<file path="config.mk">
export PLATFORM = sky130hd
export DESIGN_NAME = arcade_input_mapper_flat
export DESIGN_NICKNAME = d
export VERILOG_FILES = /design/src/rtl/arcade_input_mapper_if.sv /design/src/rtl/arcade_input_mapper.sv /design/src/flat_wrapper.sv
export SDC_FILE = /design/constraint.sdc
export NUM_CORES = 1
export LEC_CHECK = 0
export BUFFER_PORTS_ARGS = -buffer_cell sky130_fd_sc_hd__buf_4
export CORE_ASPECT_RATIO = 1.4
export CORE_MARGIN = 5
export CORE_UTILIZATION = 60
export CTS_BUF_LIST = sky130_fd_sc_hd__clkbuf_4
export DETAILED_ROUTE_END_ITERATION = 12
export HOLD_SLACK_MARGIN = 0.08
export PLACE_DENSITY = 0.84
export RECOVER_POWER = 25
export SYNTH_ARGS = -nofsm -noshare
export SYNTH_HDL_FRONTEND = slang
export SYNTH_SLANG_ARGS = --single-unit
</file>
<file path="constraint.sdc">
create_clock -name clk_sys -period 6.9 [get_ports clk_sys]
set_clock_uncertainty 0.05 [all_clocks]
set_input_delay 1.38 -clock clk_sys [delete_from_list [all_inputs] [get_ports clk_sys]]
set_output_delay 1.38 -clock clk_sys [all_outputs]
set_load 0.05 [all_outputs]
</file>
<file path="src/rtl/arcade_input_mapper_if.sv">
// Input/output bundle between hps_io-side sources and the arcade_input_mapper.
// The master drives keyboard/joystick/config and reads the per-player control outputs.
interface arcade_input_mapper_if #(
    parameter int NUM_PLAYERS = 2,
    parameter int NUM_BUTTONS = 2
);
    logic [10:0]                        ps2_key;
    logic [16*NUM_PLAYERS-1:0]          joystick;
    logic [1:0]                         rotate;
    logic [NUM_BUTTONS-1:0]             autofire_mask;
    logic [4*NUM_PLAYERS-1:0]           dir;
    logic [NUM_BUTTONS*NUM_PLAYERS-1:0] btn;
    logic [NUM_PLAYERS-1:0]             start;
    logic [NUM_PLAYERS-1:0]             coin;

    modport master (
        output ps2_key, joystick, rotate, autofire_mask,
        input  dir, btn, start, coin
    );

    modport slave (
        input  ps2_key, joystick, rotate, autofire_mask,
        output dir, btn, start, coin
    );
endinterface

</file>
<file path="src/rtl/arcade_input_mapper.sv">
// Merges PS/2 key events and MiSTer joystick words into registered per-player dir/btn/start/coin.
// Latency: joystick->out 1 cycle, key event->out 2 cycles; no backpressure. Autofire: ARCADE_INPUT_AUTOFIRE_EN.
module arcade_input_mapper #(
    parameter int          NUM_PLAYERS     = 2,
    parameter int          NUM_BUTTONS     = 2,
    parameter logic [15:0] COIN_PULSE      = 16'd36000,
    parameter logic [19:0] AUTOFIRE_PERIOD = 20'd600000
) (
    input  logic                  clk_sys,
    input  logic                  reset_n,
    arcade_input_mapper_if.slave  bus
);

    // {hit, player, joystick-format bit index}
    function automatic logic [6:0] f_decode(input logic [8:0] code);
        case (code)
            9'h175: f_decode = {1'b1, 2'd0, 4'd3};
            9'h172: f_decode = {1'b1, 2'd0, 4'd2};
            9'h16B: f_decode = {1'b1, 2'd0, 4'd1};
            9'h174: f_decode = {1'b1, 2'd0, 4'd0};
            9'h014: f_decode = {1'b1, 2'd0, 4'd4};
            9'h011: f_decode = {1'b1, 2'd0, 4'd5};
            9'h029: f_decode = {1'b1, 2'd0, 4'd6};
            9'h012: f_decode = {1'b1, 2'd0, 4'd7};
            9'h02D: f_decode = {1'b1, 2'd1, 4'd3};
            9'h02B: f_decode = {1'b1, 2'd1, 4'd2};
            9'h023: f_decode = {1'b1, 2'd1, 4'd1};
            9'h034: f_decode = {1'b1, 2'd1, 4'd0};
            9'h01C: f_decode = {1'b1, 2'd1, 4'd4};
            9'h01B: f_decode = {1'b1, 2'd1, 4'd5};
            9'h015: f_decode = {1'b1, 2'd1, 4'd6};
            9'h01D: f_decode = {1'b1, 2'd1, 4'd7};
            9'h016: f_decode = {1'b1, 2'd0, 4'd8};
            9'h01E: f_decode = {1'b1, 2'd1, 4'd8};
            9'h026: f_decode = {1'b1, 2'd2, 4'd8};
            9'h025: f_decode = {1'b1, 2'd3, 4'd8};
            9'h02E: f_decode = {1'b1, 2'd0, 4'd9};
            9'h036: f_decode = {1'b1, 2'd1, 4'd9};
            9'h03D: f_decode = {1'b1, 2'd2, 4'd9};
            9'h03E: f_decode = {1'b1, 2'd3, 4'd9};
            default: f_decode = 7'd0;
        endcase
    endfunction

    logic                         r_primed;
    logic                         r_old_toggle;
    logic [NUM_PLAYERS-1:0][9:0]  r_key;
    logic [6:0]                   w_dec;

    assign w_dec = f_decode(bus.ps2_key[8:0]);

    // Key latches use the joystick bit layout so the merge is a plain OR.
    always_ff @(posedge clk_sys or negedge reset_n) begin
        if (!reset_n) begin
            r_primed     <= 1'b0;
            r_old_toggle <= 1'b0;
            r_key        <= '0;
        end else if (!r_primed) begin
            r_primed     <= 1'b1;
            r_old_toggle <= bus.ps2_key[10];
        end else if (bus.ps2_key[10] != r_old_toggle) begin
            r_old_toggle <= bus.ps2_key[10];
            if (w_dec[6]) begin
                for (int p = 0; p < NUM_PLAYERS; p++) begin
                    if (w_dec[5:4] == p[1:0])
                        r_key[p][w_dec[3:0]] <= bus.ps2_key[9];
                end
            end
        end
    end

    logic w_af_phase;
`ifdef ARCADE_INPUT_AUTOFIRE_EN
    logic [19:0] r_af_cnt;
    logic        r_af_phase;

    always_ff @(posedge clk_sys or negedge reset_n) begin
        if (!reset_n) begin
            r_af_cnt   <= 20'd0;
            r_af_phase <= 1'b1;
        end else if (r_af_cnt >= AUTOFIRE_PERIOD - 20'd1) begin
            r_af_cnt   <= 20'd0;
            r_af_phase <= ~r_af_phase;
        end else begin
            r_af_cnt   <= r_af_cnt + 20'd1;
        end
    end
    assign w_af_phase = r_af_phase;
`else
    logic w_unused_af;
    assign w_af_phase  = 1'b1;
    assign w_unused_af = ^bus.autofire_mask;
`endif

    for (genvar gp = 0; gp < NUM_PLAYERS; gp++) begin : g_pl
        logic [9:0]             w_raw;
        logic [5:0]             w_unused_hi;
        logic                   w_u, w_d, w_l, w_r;
        logic [3:0]             w_dir;
        logic [NUM_BUTTONS-1:0] w_btn;
        logic [15:0]            w_cnt_nxt;
        logic [15:0]            r_cnt;
        logic                   r_coin_prev;
        logic [3:0]             r_dir;
        logic [NUM_BUTTONS-1:0] r_btn;
        logic                   r_start;
        logic                   r_coin;

        assign w_raw       = r_key[gp] | bus.joystick[16*gp +: 10];
        assign w_unused_hi = bus.joystick[16*gp+10 +: 6];

        if (NUM_BUTTONS < 4) begin : g_unused_btn
            logic [3-NUM_BUTTONS:0] w_unused_btn;
            assign w_unused_btn = w_raw[7:4+NUM_BUTTONS];
        end

        always_comb begin
            w_u = w_raw[3];
            w_d = w_raw[2];
            w_l = w_raw[1];
            w_r = w_raw[0];
            case (bus.rotate)
                2'd1: begin w_u = w_raw[1]; w_d = w_raw[0]; w_l = w_raw[2]; w_r = w_raw[3]; end
                2'd2: begin w_u = w_raw[2]; w_d = w_raw[3]; w_l = w_raw[0]; w_r = w_raw[1]; end
                2'd3: begin w_u = w_raw[0]; w_d = w_raw[1]; w_l = w_raw[3]; w_r = w_raw[2]; end
                default: ;
            endcase
        end

        assign w_dir = {w_u & ~w_d, w_d & ~w_u, w_l & ~w_r, w_r & ~w_l};
        assign w_btn = w_raw[4 +: NUM_BUTTONS] & (~bus.autofire_mask | {NUM_BUTTONS{w_af_phase}});

        // Edges arriving while the pulse runs are dropped, not queued.
        always_comb begin
            w_cnt_nxt = r_cnt;
            if (r_cnt != 16'd0)
                w_cnt_nxt = r_cnt - 16'd1;
            else if (w_raw[9] && !r_coin_prev)
                w_cnt_nxt = COIN_PULSE;
        end

        always_ff @(posedge clk_sys or negedge reset_n) begin
            if (!reset_n) begin
                r_cnt       <= 16'd0;
                r_coin_prev <= 1'b0;
                r_dir       <= 4'd0;
                r_btn       <= '0;
                r_start     <= 1'b0;
                r_coin      <= 1'b0;
            end else begin
                r_cnt       <= w_cnt_nxt;
                r_coin_prev <= w_raw[9];
                r_dir       <= w_dir;
                r_btn       <= w_btn;
                r_start     <= w_raw[8];
                r_coin      <= (w_cnt_nxt != 16'd0);
            end
        end

        assign bus.dir[4*gp +: 4]                     = r_dir;
        assign bus.btn[NUM_BUTTONS*gp +: NUM_BUTTONS] = r_btn;
        assign bus.start[gp]                          = r_start;
        assign bus.coin[gp]                           = r_coin;
    end

endmodule
</file>
<file path="src/flat_wrapper.sv">
// flat-port wrapper written by rule: the top's interface ports become plain ports
module arcade_input_mapper_flat 
#(
    parameter int          NUM_PLAYERS     = 2,
    parameter int          NUM_BUTTONS     = 2,
    parameter logic [15:0] COIN_PULSE      = 16'd36000,
    parameter logic [19:0] AUTOFIRE_PERIOD = 20'd600000
)
  (clk_sys, reset_n, bus_ps2_key, bus_joystick, bus_rotate, bus_autofire_mask, bus_dir, bus_btn, bus_start, bus_coin);
  arcade_input_mapper_if #(.NUM_PLAYERS(NUM_PLAYERS), .NUM_BUTTONS(NUM_BUTTONS)) bus_i ();
  input  logic clk_sys;
  input  logic reset_n;
  input wire logic [$bits(bus_i.ps2_key)-1:0] bus_ps2_key;
  input wire logic [$bits(bus_i.joystick)-1:0] bus_joystick;
  input wire logic [$bits(bus_i.rotate)-1:0] bus_rotate;
  input wire logic [$bits(bus_i.autofire_mask)-1:0] bus_autofire_mask;
  output wire logic [$bits(bus_i.dir)-1:0] bus_dir;
  output wire logic [$bits(bus_i.btn)-1:0] bus_btn;
  output wire logic [$bits(bus_i.start)-1:0] bus_start;
  output wire logic [$bits(bus_i.coin)-1:0] bus_coin;
  assign bus_i.ps2_key = bus_ps2_key;
  assign bus_i.joystick = bus_joystick;
  assign bus_i.rotate = bus_rotate;
  assign bus_i.autofire_mask = bus_autofire_mask;
  assign bus_dir = bus_i.dir;
  assign bus_btn = bus_i.btn;
  assign bus_start = bus_i.start;
  assign bus_coin = bus_i.coin;
  arcade_input_mapper #(.NUM_PLAYERS(NUM_PLAYERS), .NUM_BUTTONS(NUM_BUTTONS), .COIN_PULSE(COIN_PULSE), .AUTOFIRE_PERIOD(AUTOFIRE_PERIOD)) u_core (.clk_sys(clk_sys), .reset_n(reset_n), .bus(bus_i));
endmodule
</file>
After elaboration in Yosys (flattened, before gate mapping)
Index checks and enable logic that the tools add are counted.

storage, ports and cells
  register bits after elaboration = 72

cells by class
  add/subtract/negate cells = 2
  order comparisons = 2
  equality and inequality tests = 30
  mux-type cells = 19
  bitwise operators = 18
  reductions and logical operators = 12

operators with widths
  operator                 number
  $pmux W7 S24             1
  $eq A9 B6 Y1 const B     11
  $eq A9 B5 Y1 const B     9
  $mux W16                 4
  $reduce_bool A16 Y1      4
  $eq A9 B9 Y1 const B     4
  $sub A16 B1 Y16 const B  2
  $pmux W1 S3              8
  $bwmux W10               2
  $or A10 B10 Y10          2
  $and A1 B1 Y1            8
  $not A1 Y1               8
  $reduce_and A4 Y1        2
  $lt A4 B5 Y1 const B     1
  $demux W1 S4             1
  $eq A2 B1 Y1 const B     2
  $eq A2 B2 Y1 const B     2
  $ge A4 B1 Y1 const B     1
  $logic_and A1 B1 Y1      3
  $mux W1                  3
  $logic_not A1 Y1         2
  $logic_not A2 Y1         1
  $ne A2 B2 Y1 const B     1
  $ne A1 B1 Y1             1

Longest topological paths before layout
  word-level depth = 7
  mapped depth = 9

Least setup slack after synthesis
Ideal clock, no wire load.

  kind = input port to flip-flop
  start = input port bus_ps2_key[2]
  end = register u_core.r_key[11] (netlist name)
  setup time = 0.128 ns
  arrival time = 3.399 ns
  required time = 6.722 ns
  path slack = 3.323 ns
  stages on the path = 8
  cells stage by stage = clkbuf_1 > clkbuf_1 > nand2_1 > a2111oi_0 > a31oi_1 > o2111ai_1 > nor3b_1 > mux2_1

between the ends
  longest elaborated chain between the ends = 7
  elaborated cells between the ends (all ways) = 33
  classes of those cells = order compare (2); eq/ne (25); mux (4); reduce/logical (2)

ends and longest elaborated chain
  item                                                                       RTL line                   RTL
  start, declared                                                            flat_wrapper.sv:13         input wire logic [$bits(bus_i.ps2_key)-1:0] bus_ps2_key;
  $eq A9 B6 Y1 (tied with other cells)                                       arcade_input_mapper.sv:16  case (code)
  $pmux W7 S24 *                                                             arcade_input_mapper.sv:16
  $lt A4 B5 Y1 (not written as such) / $ge A4 B1 Y1 (equally long branches)  arcade_input_mapper.sv:66  r_key[p][w_dec[3:0]] <= bus.ps2_key[9];
  $logic_and A1 B1 Y1 (not written as such)                                  arcade_input_mapper.sv:66
  $mux W1 (not written as such)                                              arcade_input_mapper.sv:66
  $demux W1 S4                                                               --
  $bwmux W10                                                                 arcade_input_mapper.sv:66
  end signal, assigned by index                                              arcade_input_mapper.sv:66
  end, declared                                                              arcade_input_mapper.sv:47  logic [NUM_PLAYERS-1:0][9:0] r_key;

Every way passes the cells marked *; elsewhere a longest branch is shown, timed or not.
A chain may end at the register's enable or synchronous reset.

==> reports/metrics.cfg <==
[clock_network]
cts_hold_buf = 0
htree_levels = 3
root_buffer = clkbuf_4
cts.repair.resized = 0
worstSkewPairLatency_ps = 410
clkSinkCount = 68
clkTransAtPathRegs_ps = 100
cts_setup_buffers = 0
tritoncts = built
clockBufferDepth = 2
cts_buffers = 9

[synth]
synth.avg_cell_area_um2 = 10.0
synthArstFlopShare_pct = 100
yosysWarnings = 0
synthesis.nets = 438
synthMuxAreaShare_pct = 9.60
yosysUniqueCellTypes = 65
synth_ff_type = dfrtp_1
ys_ff_latch = 68
yosysSeqAreaShare_pct = 44.1
synthXorXnorAreaFrac_pct = 3.41
synth_compound_area_share_pct = 12.0
syn_area_um2 = 3860
synth_fa_ha_area_share_pct = 1.30
syn_inst = 385
synth_edf_count = 0
synthSimpleGateAreaFrac_pct = 26.1
synth_top_family_by_area = simple AND/OR/NAND/NOR gates

[die]
io_pins = 65
die_x_um = 77.8
num_rows = 34
die_h_um = 105
core_um2 = 6250
initial_core_util_pct = 61.7
die-area_um2 = 8150

[routing]
finalWirelength_um = 8320
postRouteAntennaNets = 0
firstDrtPassIters = 6
wirelength_met1_um = 3290
top_layer = met4
post-route-drc-count = 0
wl_met2_um = 4390
first_iter_violations = 216
routedWlPerCell_um = 16.8
viasPerCell = 6.38
wl_met3_um = 454
vias = 3165

[finish]
area_growth_pct = 10.8
layout.nets = 474
antenna_cells = 0
drive_above_1_share_pct = 17.5

[worst_setup_path]
regToRegSetupSlack_ps = 3790
required_ps = 6590
path_cells = clkbuf_1
critPathKind = in2async
cp.arrival_ps = 3800
slowest_delay_ps = 2380
critPathLaunchType = input port
cp_max_fo = 68
crit_family = buffers and inverters
path_buf_inv = 1
slowest_stage = clkbuf_1
critPathCaptureType = async pin

[grt]
antenna_found_initial = 0
grt_max_degree = 69
grt_pass1_wl_um = 14200
grtUsageTotal_pct = 21.1
first_global_vias = 3123
gr-total-overflow = 0

[timing]
fmax_mhz = 243
drv_slew = 69
min_period_ps = 4110
hold_viol = 0
relSlewSlack_pct = -130
rsz0062_at_grt = no
finalSetupViolCount = 0
finalCritPeriodShare_pct = 59.6
setup_tns_ps = 0
worstMarginPinSlew_ps = 3440

[job]
cap_violations = 1

[place]
place.port_buffers = 46
place_hpwl_um = 6210
routabilityCongestion = 0.888

[pwr]
p_leak_uw = 0.00186
power_density_nw_per_um2 = 165
ir_drop_uv = 100
finalPower_uw = 705

[hold_path]
hp-class = reg2reg

[status]
violations = max-capacitance violations, max-slew violations
status = finished with violations

routing by layer:
metal	up-vias	track usage (%)
met4	0	9.34
met1	1529	24.6
met2	107	37.8
met5	-	0
met3	24	3.01
li1	1505	-
cells in the mapped netlist, drive strengths merged, types with 2 or more instances:
master / n / area, um2
dfrtp: 68 / 1700
nor3: 29 / 145
nor2: 26 / 114
nand2: 20 / 75.1
mux2i: 19 / 190
o21ai: 17 / 85.1
clkbuf: 16 / 60.1
mux2: 16 / 180
or2: 12 / 75.1
nand3: 9 / 45.0
nor4: 9 / 56.3
or3: 9 / 66.3
xor2: 9 / 78.8
nor3b: 8 / 60.1
a21oi: 7 / 35.0
a31oi: 7 / 43.8
inv: 7 / 26.3
nand2b: 7 / 43.8
xnor2: 6 / 52.6
buf: 5 / 41.3
nand4: 5 / 31.3
and3: 4 / 25.0
ha: 4 / 50.1
nand3b: 4 / 30.0
nor2b: 4 / 25.0
o21a: 4 / 30.0
o21bai: 4 / 41.3
o31ai: 4 / 30.0
or4: 4 / 37.5
or4b: 4 / 40.0
and4: 3 / 26.3
nand4b: 3 / 26.3
or3b: 3 / 26.3
nand4bb: 2 / 22.5
nor4b: 2 / 17.5
o221a: 2 / 22.5
o311a: 2 / 20.0
o32ai: 2 / 17.5
o41ai: 2 / 17.5
final timing paths:
check                                                        from                                 end  depth (start not counted)
worst max-delay path                                      reset_n   u_core.g_pl[1].r_cnt[2]$_DFF_PN0_                          1
worst min-delay path                  u_core.r_key[8]$_DFFE_PN0P_    u_core.g_pl[0].r_start$_DFF_PN0_                          1
worst max register to register  u_core.g_pl[0].r_cnt[0]$_DFF_PN0_     u_core.g_pl[0].r_coin$_DFF_PN0_                          8
worst min register to register        u_core.r_key[8]$_DFFE_PN0P_    u_core.g_pl[0].r_start$_DFF_PN0_                          1
max in group clk_sys                               bus_ps2_key[2]         u_core.r_key[1]$_DFFE_PN0P_                          7
min in group asynchronous                                 reset_n  u_core.g_pl[0].r_cnt[12]$_DFF_PN0_                          1
through the flow:
stage	worst slack (ps)	cells	hold slack (ps)	cell area, um2	util [%]
after floorplan	3320	385	379	3860	-
after global placement	3100	482	388	4190	67.0
after detailed placement	2990	482	394	4190	67.0
after CTS	3440	496	418	4280	68.4
after global routing	1910	496	434	4270	68.3
final	2790	496	417	4270	68.3
state kept, by name, indices dropped and copies added, names as in the netlist:
signal,count
u_core.g_pl.r_btn,4
u_core.g_pl.r_coin,2
u_core.r_primed,1
u_core.g_pl.r_cnt,32
u_core.g_pl.r_dir,8
u_core.g_pl.r_coin_prev,2
u_core.g_pl.r_start,2
u_core.r_old_toggle,1
u_core.r_key,16
layout make-up:
cell class                      instances  area, um2
Sequential cell                        68       1700
Fill cell                             503       1980
Clock buffer                            9       67.6
Multi-Input combinational cell        289       2030
Tap cell                               72       90.1
Clock inverter                          5       21.3
Timing Repair Buffer                   46        338
Inverter                                7       26.3
cells in the final DEF, fill, tap and decap left out, types with 8 or more instances in the layout:
| master | Yosys | routed |
|---|---|---|
| dfrtp_1 | 68 | 68 |
| nand3_1 | 9 | 9 |
| nor3b_1 | 8 | 8 |
| or2_2 | 10 | 10 |
| buf_4 | 4 | 36 |
| mux2_1 | 16 | 16 |
| o21ai_0 | 8 | 8 |
| nor3_1 | 29 | 29 |
| clkbuf_4 | 0 | 17 |
| nor2_1 | 25 | 25 |
| nor4_1 | 9 | 9 |
| o21ai_1 | 9 | 9 |
| mux2i_1 | 19 | 19 |
| xor2_1 | 9 | 9 |
| nand2_1 | 20 | 20 |
power breakdown:
part,switching [uW],internal [uW]
clock network,129,65.4
registers,3.83,408
logic,61.8,36.0
total,195,510
cell families after synthesis:
family,count (synthesis)
mux,35
other cells,1
xor+xnor,15
buf+inv,28
fa+ha+maj,4
flops,68
compound gates,65
simple gates,169
No activity file was read; power rests on OpenSTA's default activity.
